===== src/rtl/tff_pkg.sv =====
`default_nettype none
// +----------------------------------------------------------------------------+
// | Module   : tff_pkg                                                         |
// | Purpose  : Shared direction constants and modulo next-count helper.       |
// | Revision : 1.0  initial release                                           |
// +----------------------------------------------------------------------------+
package tff_pkg;

  localparam logic CNT_UP   = 1'b1;
  localparam logic CNT_DOWN = 1'b0;

  // Modulo step in either direction; wraps at modulus rather than at a power of two.
  function automatic int unsigned next_count(input int unsigned q,
                                             input logic        up_dn,
                                             input int unsigned modulus);
    if (up_dn == CNT_DOWN)
      return (q == 0) ? modulus - 1 : q - 1;
    return (q == modulus - 1) ? 0 : q + 1;
  endfunction

endpackage
`default_nettype wire


===== src/rtl/t_cell.sv =====
`default_nettype none
// +----------------------------------------------------------------------------+
// | Module   : t_cell                                                          |
// | Purpose  : Single T flip-flop with true/complement outputs.               |
// | Revision : 1.0  initial release                                           |
// +----------------------------------------------------------------------------+
module t_cell
  import tff_pkg::*;
(
  input  logic clk,
  input  logic rst,
  input  logic t,
  output logic q,
  output logic qbar
);

  logic r_q;

  always_ff @(posedge clk or posedge rst) begin
    if (rst)
      r_q <= 1'b0;
    else if (t)
      r_q <= ~r_q;
  end

  assign q    = r_q;
  assign qbar = ~r_q;

endmodule
`default_nettype wire


===== src/rtl/tff_mod_counter.sv =====
`default_nettype none
// +----------------------------------------------------------------------------+
// | Module   : tff_mod_counter                                                 |
// | Purpose  : Modulo-N up/down counter with loadable value, built on T cells.|
// | Revision : 1.0  initial release                                           |
// +----------------------------------------------------------------------------+
module tff_mod_counter
  import tff_pkg::*;
#(
  parameter int WIDTH   = 4,
  parameter int MODULUS = 10
) (
  input  logic             clk,
  input  logic             rst,
  input  logic             en,
  input  logic             up_dn,
  input  logic             load,
  input  logic [WIDTH-1:0] din,
  output logic [WIDTH-1:0] q,
  output logic [WIDTH-1:0] qbar,
  output logic             tc,
  output logic             wrap
);

  localparam logic [WIDTH-1:0] c_MAX = WIDTH'(MODULUS - 1);

  generate
    if (WIDTH < 1 || MODULUS < 2 || longint'(MODULUS) > (64'sd1 <<< WIDTH)) begin : g_bad_params
      $error("tff_mod_counter: need WIDTH >= 1 and 2 <= MODULUS <= 2**WIDTH");
    end
  endgenerate

  logic [WIDTH-1:0] w_q;
  logic [WIDTH-1:0] w_qbar;
  logic [WIDTH-1:0] w_next;
  logic [WIDTH-1:0] w_t;
  logic             w_tc;
  logic             r_wrap;

  // Only the modulo-reduced next value is ever turned into toggles.
  always_comb begin
    w_next = w_q;
    if (load)
      w_next = (32'(din) >= 32'(MODULUS)) ? c_MAX : din;
    else if (en)
      w_next = WIDTH'(next_count(32'(w_q), up_dn, 32'(MODULUS)));
  end

  assign w_t = w_q ^ w_next;

  generate
    for (genvar i = 0; i < WIDTH; i++) begin : g_cell
      t_cell u_cell (
        .clk  (clk),
        .rst  (rst),
        .t    (w_t[i]),
        .q    (w_q[i]),
        .qbar (w_qbar[i])
      );
    end
  endgenerate

  assign w_tc = en & ~load &
                ((up_dn & (w_q == c_MAX)) | (~up_dn & (w_q == '0)));

  always_ff @(posedge clk or posedge rst) begin
    if (rst)
      r_wrap <= 1'b0;
    else
      r_wrap <= w_tc;
  end

  assign q    = w_q;
  assign qbar = w_qbar;
  assign tc   = w_tc;
  assign wrap = r_wrap;

endmodule
`default_nettype wire


===== config.mk =====
export PLATFORM = sky130hd
export DESIGN_NAME = tff_mod_counter
export DESIGN_NICKNAME = d
export VERILOG_FILES = /design/src/rtl/tff_pkg.sv /design/src/rtl/t_cell.sv /design/src/rtl/tff_mod_counter.sv
export SDC_FILE = /design/constraint.sdc
export NUM_CORES = 1
export LEC_CHECK = 0
export BUFFER_PORTS_ARGS = -buffer_cell sky130_fd_sc_hd__buf_2
export CORE_AREA = 2 2 39 41
export CTS_BUF_LIST = sky130_fd_sc_hd__clkbuf_8
export CTS_CLUSTER_DIAMETER = 30
export DETAILED_ROUTE_END_ITERATION = 7
export DIE_AREA = 0 0 41 43
export GPL_TIMING_DRIVEN = 0
export PLACE_DENSITY = 0.63
export SYNTH_ARGS = -nofsm -noshare
export SYNTH_HDL_FRONTEND = slang
export SYNTH_SLANG_ARGS = --single-unit

===== constraint.sdc =====
create_clock -name clk -period 2.9 [get_ports clk]
set_input_delay 0.58 -clock clk [delete_from_list [all_inputs] [get_ports clk]]
set_output_delay 0.58 -clock clk [all_outputs]
set_load 0.02 [all_outputs]

# [Word-level counts from Yosys, hierarchy flattened]
# Index checks and enable logic that the tools add are counted.
[classes] n_lt_le_gt_ge=1 eq_ne=1 bitwise_logic=12 mux=10 n_reduce_logical=1 add_sub_neg=2
[ops] operator="$mux W4" n=7
[ops] operator="$not A1 Y1" n=6
[ops] operator="$add A4 B1 Y4 const B" n=1
[ops] operator="$and A1 B1 Y1" n=4
[ops] operator="$eq A4 B4 Y1 const B" n=1
[ops] operator="$ge A4 B4 Y1 const B" n=1
[ops] operator="$logic_not A4 Y1" n=1
[ops] operator="$sub A4 B1 Y4 const B" n=1
[ops] operator="$xor A4 B4 Y4" n=1
[ops] operator="$mux W1" n=3
[ops] operator="$or A1 B1 Y1" n=1
[word_totals] inputBits=9 ff_bits=5 word_cells=32

# [Longest topological paths before layout]
# Gate-level depths: netlist of run 1.
[logic_depth] ltp_word=7 depth_mapped=6 ltp_nobuf=6

# [Hierarchy]
# From an unflattened synthesis of run 1, not the netlist that was laid out.
[hier_totals] hier_cells=72 area_unflattened_um2=574.3
[modules_own_cells] module="tff_mod_counter" area_per_inst_um2=409.1 seq_area_each_um2=25.0 n_inst=1 cells_each=56
[modules_own_cells] module="t_cell" area_per_inst_um2=41.3 seq_area_each_um2=25.0 n_inst=4 cells_each=4

# [Least setup slack after synthesis of run 1]
# OpenSTA, ideal clock, no wires.
[synth_path] path_kind="register to output" start="register g_cell[0].u_cell.r_q" end="output port tc" slack_ps=712 required_ps=2320 arrival_ps=1608 path_stages_with_launch=7 path_cell_list="dfrtp_1 inv_1 ha_1 or3b_2 o21ai_0 nand2_1 nor2_1"
[synth_between] elab_chain_cells=4 word_cells_on_any_way=6
[synth_rtl] element="from (decl)" line_no="t_cell.sv:17" rtl="logic r_q;"
[synth_rtl] element="from (signal assigned)" line_no="t_cell.sv:23" rtl="r_q <= ~r_q;"
[synth_rtl] element="$eq A4 B4 Y1 / $logic_not A4 Y1 (equally long branches)" line_no="tff_mod_counter.sv:64" rtl="((up_dn & (w_q == c_MAX)) | (~up_dn & (w_q == '0)));"
[synth_rtl] element="$and A1 B1 Y1" line_no="tff_mod_counter.sv:64"
[synth_rtl] element="$or A1 B1 Y1 *" line_no="tff_mod_counter.sv:64"
[synth_rtl] element="$and A1 B1 Y1 *" line_no="tff_mod_counter.sv:63" rtl="assign w_tc = en & ~load &"
[synth_rtl] element="to (decl)" line_no="tff_mod_counter.sv:21" rtl="output logic tc,"
# Every way passes the cells marked *; elsewhere a longest branch is shown, timed or not.

# [Worst setup path in the final report of run 1]
# Same ends and word-level chain as after synthesis.

==> impl_results.md, run 1 <==
- Max-cap viol count: 0
- RD Place Congestion: 0.7549
- Reg2reg setup slack: 1110 ps
- CP startpoint kind: flop
- Crit path arrival time: 1950 ps
- Sw Ratio: 0.3314
- Final Cycle Share: 0.8729
- Pwr dens: 529.6 mW/mm²
- Diode count: 0
- Leakage Power: 0.3226 nW
- Area grow syn2layout: 31.01%
- Post-synth top area share: 0.2584
- I/O Buffers: 17
- Hold_buf cts: 0
- Drt via density: 5.032
- Vias: 478
- Post-synth cell types: 29
- Clk slew on worst S/H paths: 40 ps
- Sequential area share after synthesis: 0.2584
- Flop pwr share: 0.272
- Final hold vios: 0
- Crit-path leading delay family: simple AND/OR/NAND/NOR gates
- Postcts setup bufs: 0
- Combinational share of power: 0.346
- Chip height: 43 µm
- Post-synth EDFFs: 0
- Syn nets: 70
- DR pass1 iterations: 3
- Design area: 634.4 µm²
- RSZ-0062 raised after global routing: false
- Max Freq: 0.3950 GHz
- Max-slew violation count: 0
- Worst Path Class, Setup: flop to output port
- H-Tree Depth: 1
- Worst min path class: input port to async pin
- Layout cells sized above 1: 0.4051
- Final worst slack: 368.7 ps
- Synth area leaders: dfrtp_1, buf_4, ha_1
- Actual slew at the worst max-slew pin: 343.4 ps
- Worst IR Drop VDD: 374.6 µV
- Dominant cell type by area after synthesis: dfrtp_1
- Skew-Pair Late Insertion Delay: 230 ps
- Final setup vio count: 0
- Synth cell count leaders: buf_4, inv_1, dfrtp_1, o21ai_0, nand2_1
- Psw: 111.3 µW
- CP max stage cell: dfrtp_1
- Global-route wire length before repair: 1780 µm
- Global Route Usage Sum: 0.1545
- Placed cell area: 589.3 µm²
- Netlist Area Pre-Place: 484.2 µm²
- Pin count of the biggest net entering global routing: 11
- CP Data Required Time: 2320 ps
- Routed Antenna Nets: 0
- Final Skew: 5.991 ps
- Reg-to-reg startpoint: g_cell[0].u_cell.q$_DFFE_PP0P_
- Total die area: 0.001763 mm²
- Pwr Total: 335.9 µW
- Crit-path max FO: 8
- Synth Flop Type: dfrtp_1
- Bufs on Longest Clock Path: 2
- Starting density of the core: 0.3499
- Most numerous cell in the Yosys netlist: buf_4
- Fin cells: 95
- Worst R2R Path Depth: 6
- WL/cell: 10.84 µm
- DRT Wirelength: 1030 µm
- Io pins: 19
- Worst r2r dst: g_cell[1].u_cell.q$_DFFE_PP0P_
- Clock share of power: 0.382
- Register bit total from synthesis: 5
- # rows: 14
- Post-place setup slack: 584.5 ps
- Placed Instances: 91
- Core footprint: 0.001384 mm²
- Vias in the first global route: 440
- Setup TNS: 0 ps
- # resized after CTS: 0
- DRC: 0
- Root buffer cell: clkbuf_8
- Iteration-0 DRC Markers: 4
- GRT overflow: 0
- Final core occ: 0.4584
- Worst path max stage delay: 460 ps
- Nets: 92
- Worst slew margin: 0.7705
- Worst hold slack: 234.3 ps
- Status: complete, no violations
- Post-DP HPWL: 794.2 µm
- Syn avg cell area: 8.349 µm²
- Internal: 224.6 µW
- Final min period: 2531 ps
- Bufs and invs on worst path: 2
- Width of the die: 41 µm
- YS warnings: 0
- Worst-path cell chain: inv_1, ha_1, or3b_2, o21ai_0, nand2_1, nor2_1, buf_2
- TritonCTS clock tree: done
- Syn Inst Count: 58
- Crit. End Element: output port
- Async SR Flop Fraction: 1.000
- Clock sinks: 5
- Initial antenna violation count: 0
- Num CTS Buffers: 3
power by group through the flow:
stage	logic [mW]	registers, mW	clock network (mW)
6_report	0.116	0.0915	0.128
5_1_grt	0.131	0.0933	0.139
4_1_cts	0.118	0.0914	0.133
3_5_place_dp	0.117	0.0921	0
3_3_place_gp	0.116	0.0922	0
2_1_floorplan	0.0879	0.0882	0
metal layers:
layer | routed length, µm | GRT usage | vias to the layer above
met5 | 0 | 0 | -
met4 | 12 | 0.1067 | 0
met3 | 76 | 0.06283 | 2
li1 | - | - | 239
met1 | 479 | 0.1836 | 221
met2 | 462 | 0.2156 | 16
state kept, by name, summed over array words and instances (netlist names):
register,flops
wrap,1
g_cell.u_cell.q,4
worst max path at each step:
stage | startpoint | slack [ps] | cells past startpoint | to
final | g_cell[0].u_cell.q$_DFFE_PP0P_ | 370 | 7 | tc
after global placement | g_cell[0].u_cell.q$_DFFE_PP0P_ | 580 | 7 | tc
after global routing | g_cell[0].u_cell.q$_DFFE_PP0P_ | 210 | 7 | tc
after CTS | g_cell[0].u_cell.q$_DFFE_PP0P_ | 340 | 7 | tc
after detailed placement | g_cell[0].u_cell.q$_DFFE_PP0P_ | 580 | 7 | tc
after floorplan | g_cell[0].u_cell.q$_DFFE_PP0P_ | 710 | 6 | tc
final cells by class:
| type | count | area [µm²] |
|---|---|---|
| inverters | 6 | 22.52 |
| well taps | 16 | 20.02 |
| multi-input cells | 38 | 265.3 |
| flip-flops and latches | 5 | 125.1 |
| clock buffers | 3 | 41.29 |
| plain buffers | 9 | 71.32 |
| fillers | 145 | 749.5 |
| repair buffers | 17 | 85.08 |
| clock inverters | 1 | 3.754 |
cell usage in the layout (no fill, tap or decap), types with 2 or more instances in the layout:
master,count
clkbuf_8,3
buf_4,8
a21oi_1,2
nor2_1,3
ha_1,3
dfrtp_1,5
nand3_1,2
o21ai_0,5
inv_1,7
nand2_1,4
buf_2,17
logic make-up after synthesis:
| logic type | count (synthesis) | share of synthesized area |
|---|---|---|
| xor+xnor | 1 | 0.01809 |
| compound gates | 17 | 0.2636 |
| fa+ha+maj | 3 | 0.07753 |
| buf+inv | 15 | 0.1938 |
| flops | 5 | 0.2584 |
| simple gates | 17 | 0.1887 |
No activity file was read; power rests on OpenSTA's default activity.
==> run 2, diff against run 1 <==
==> constraint.sdc (replaced) <==
create_clock -name clk -period 2.9 [get_ports clk]
set_input_delay 0.29 -clock clk [delete_from_list [all_inputs] [get_ports clk]]
set_output_delay 0.29 -clock clk [all_outputs]
set_load 0.02 [all_outputs]
==> run 2 against run 1 <==
Effect of this change:
- clock-buffer cell count unchanged
- first-iteration DRC count did not move
- setup slack better by 290 ps
- global-route usage rose by 0.20 points
- combinational power about the same
- clock power hardly changed
- cell count is 1.1% higher
- non-clock buffer count grew 1
- final area is 1.6% higher
- sequential power about the same
- maximum frequency increased by 13%
- largest power group unchanged
- highest routed layer unchanged
==> impl_results.md, run 2 (synthesis results as in run 1) <==
- Crit path arrival time: 1950 ps (about the same)
- Vias: 480 (+0.42%)
- Iteration-0 DRC Markers: 4 (unchanged)
- WL/cell: 10.78 µm (-0.56%)
- Final setup vio count: 0 (unchanged)
- Final hold vios: 0 (unchanged)
- Drt via density: 5.000 (-0.63%)
- Commonest non-fill, non-tap cell in the layout: buf_2
- Worst min path class: input port to flop
- Skew-Pair Late Insertion Delay: 230 ps (about the same)
- DRC: 0 (unchanged)
- # rows: 14 (unchanged)
- Final min period: 2241 ps (-290.0 ps)
- Busiest grt layer: met2
- Crit-path max FO: 8 (unchanged)
- RSZ-0062 raised after global routing: false
- Leakage Power: 0.3268 nW (+1.3%)
- Chip height: 43 µm (unchanged)
- TritonCTS clock tree: done
- Routing usage on met3: 0.06283 (unchanged)
- Max Freq: 0.4462 GHz (+13%)
- Bufs on Longest Clock Path: 2 (unchanged)
- GR Layer Usage met1: 0.1902 (+0.006557)
- CP startpoint kind: flop
- Status: complete, no violations
- Critical Path Start: g_cell[0].u_cell.q$_DFFE_PP0P_
- Diode count: 0 (unchanged)
- FILL cells: 146 (+0.69%)
- Final Skew: 5.991 ps (unchanged)
- Pwr Total: 336.9 µW (+0.30%)
- Routed Antenna Nets: 0 (unchanged)
- DRT Wirelength: 1035 µm (+0.49%)
- Area grow syn2layout: 33.08%
- Width of the die: 41 µm (unchanged)
- Most frequent cells in the layout: buf_2, buf_4, inv_1
- Io pins: 19 (unchanged)
- Clk slew on worst S/H paths: 40 ps (about the same)
- Worst slew margin: 0.7705 (unchanged)
- Final Cycle Share: 0.7729 (-0.1000)
- Global Route Usage Sum: 0.1566 (+0.002020)
- I/O Buffers: 17 (unchanged)
- Initial antenna violation count: 0 (unchanged)
- Post-DP HPWL: 794.2 µm (unchanged)
- Vias in the first global route: 443 (+0.68%)
- Crit. End Element: output port
- Clock sinks: 5 (unchanged)
- Reg-to-reg startpoint: g_cell[0].u_cell.q$_DFFE_PP0P_
- Num CTS Buffers: 3 (unchanged)
- RD Place Congestion: 0.7549 (unchanged)
- Hold_buf cts: 1 (+1)
- Core footprint: 0.001384 mm² (unchanged)
- # resized after CTS: 0 (unchanged)
- Placed cell area: 589.3 µm² (unchanged)
- Layout cells sized above 1: 0.4000 (-0.005063)
- Post-place setup slack: 874.5 ps (+290.0 ps)
- Design area: 644.4 µm² (+1.6%)
- DR pass1 iterations: 3 (unchanged)
- H-Tree Depth: 1 (unchanged)
- Root buffer cell: clkbuf_8
- GRT overflow: 0 (unchanged)
- Setup TNS: 0 ps (unchanged)
- Max reg flops: 4 (unchanged)
- Final worst slack: 658.7 ps (+290.0 ps)
- Final core occ: 0.4656 (+0.007233)
- Worst IR Drop VDD: 374.7 µV (about the same)
- Global-route wire length before repair: 1807 µm (+1.5%)
- Postcts setup bufs: 0 (unchanged)
- CP Data Required Time: 2610 ps (+290 ps)
- Pwr dens: 522.9 mW/mm² (-1.3%)
- Pin count of the biggest net entering global routing: 11 (unchanged)
- Reg2reg setup slack: 1110 ps (about the same)
- Hold Crit Start: load
- Actual slew at the worst max-slew pin: 343.4 ps (unchanged)
- Worst Path Class, Setup: flop to output port
- Total die area: 0.001763 mm² (unchanged)
- Met2 Track Usage GR: 0.2156 (unchanged)
- Starting density of the core: 0.3499 (unchanged)
- Max-slew violation count: 0 (unchanged)
- Nets: 93 (+1.1%)
- Max-cap viol count: 0 (unchanged)
-- run 2: worst paths after layout --
check	end	cells past startpoint
setup / recovery	tc	7
hold reg to reg	g_cell[2].u_cell.q$_DFFE_PP0P_	2
setup reg to reg	g_cell[1].u_cell.q$_DFFE_PP0P_	6
max in group asynchronous	g_cell[1].u_cell.q$_DFFE_PP0P_	3
min in group asynchronous	wrap$_DFF_PP0_	3
hold / removal	wrap$_DFF_PP0_	2
-- run 2: layout make-up --
| cell class | instances | area, µm² | share of cell area |
|---|---|---|---|
| clock inverter | 1 | 3.754 | 0.005825 |
| tap | 16 | 20.02 | 0.03107 |
| timing repair buffer | 18 | 95.09 | 0.1476 |
| clock buffer | 3 | 41.29 | 0.06408 |
| sequential | 5 | 125.1 | 0.1942 |
| multi-input combinational | 38 | 265.3 | 0.4116 |
| inverter | 6 | 22.52 | 0.03495 |
| buffer | 9 | 71.32 | 0.1107 |
-- run 2: where the power goes --
part           internal, mW  total, mW  switching (mW)
Combinational        0.0572      0.117          0.0599
Sequential           0.0773     0.0915          0.0142
Clock                0.0910      0.128          0.0374
Total                 0.225      0.337           0.111
-- run 2: per-layer routing --
layer | routed length (µm) | up-vias
met1 | 484 | 221
met4 | 12 | 0
met5 | 0 | -
met3 | 76 | 2
li1 | - | 241
met2 | 462 | 16
-- run 2: through the flow --
step,cells,hold WS [ps]
floorplan,58,68.52
global placement,91,183.5
detailed placement,91,189.3
CTS,96,260.9
global route,96,275.6
finish,96,262.1
-- run 2: worst max-delay path: stages, from the launching register on --
cell and delay (ps):
dfrtp_1 460, inv_1 140, ha_1 210, or3b_2 440
o21ai_0 110, nand2_1 80, nor2_1 110, buf_2 180
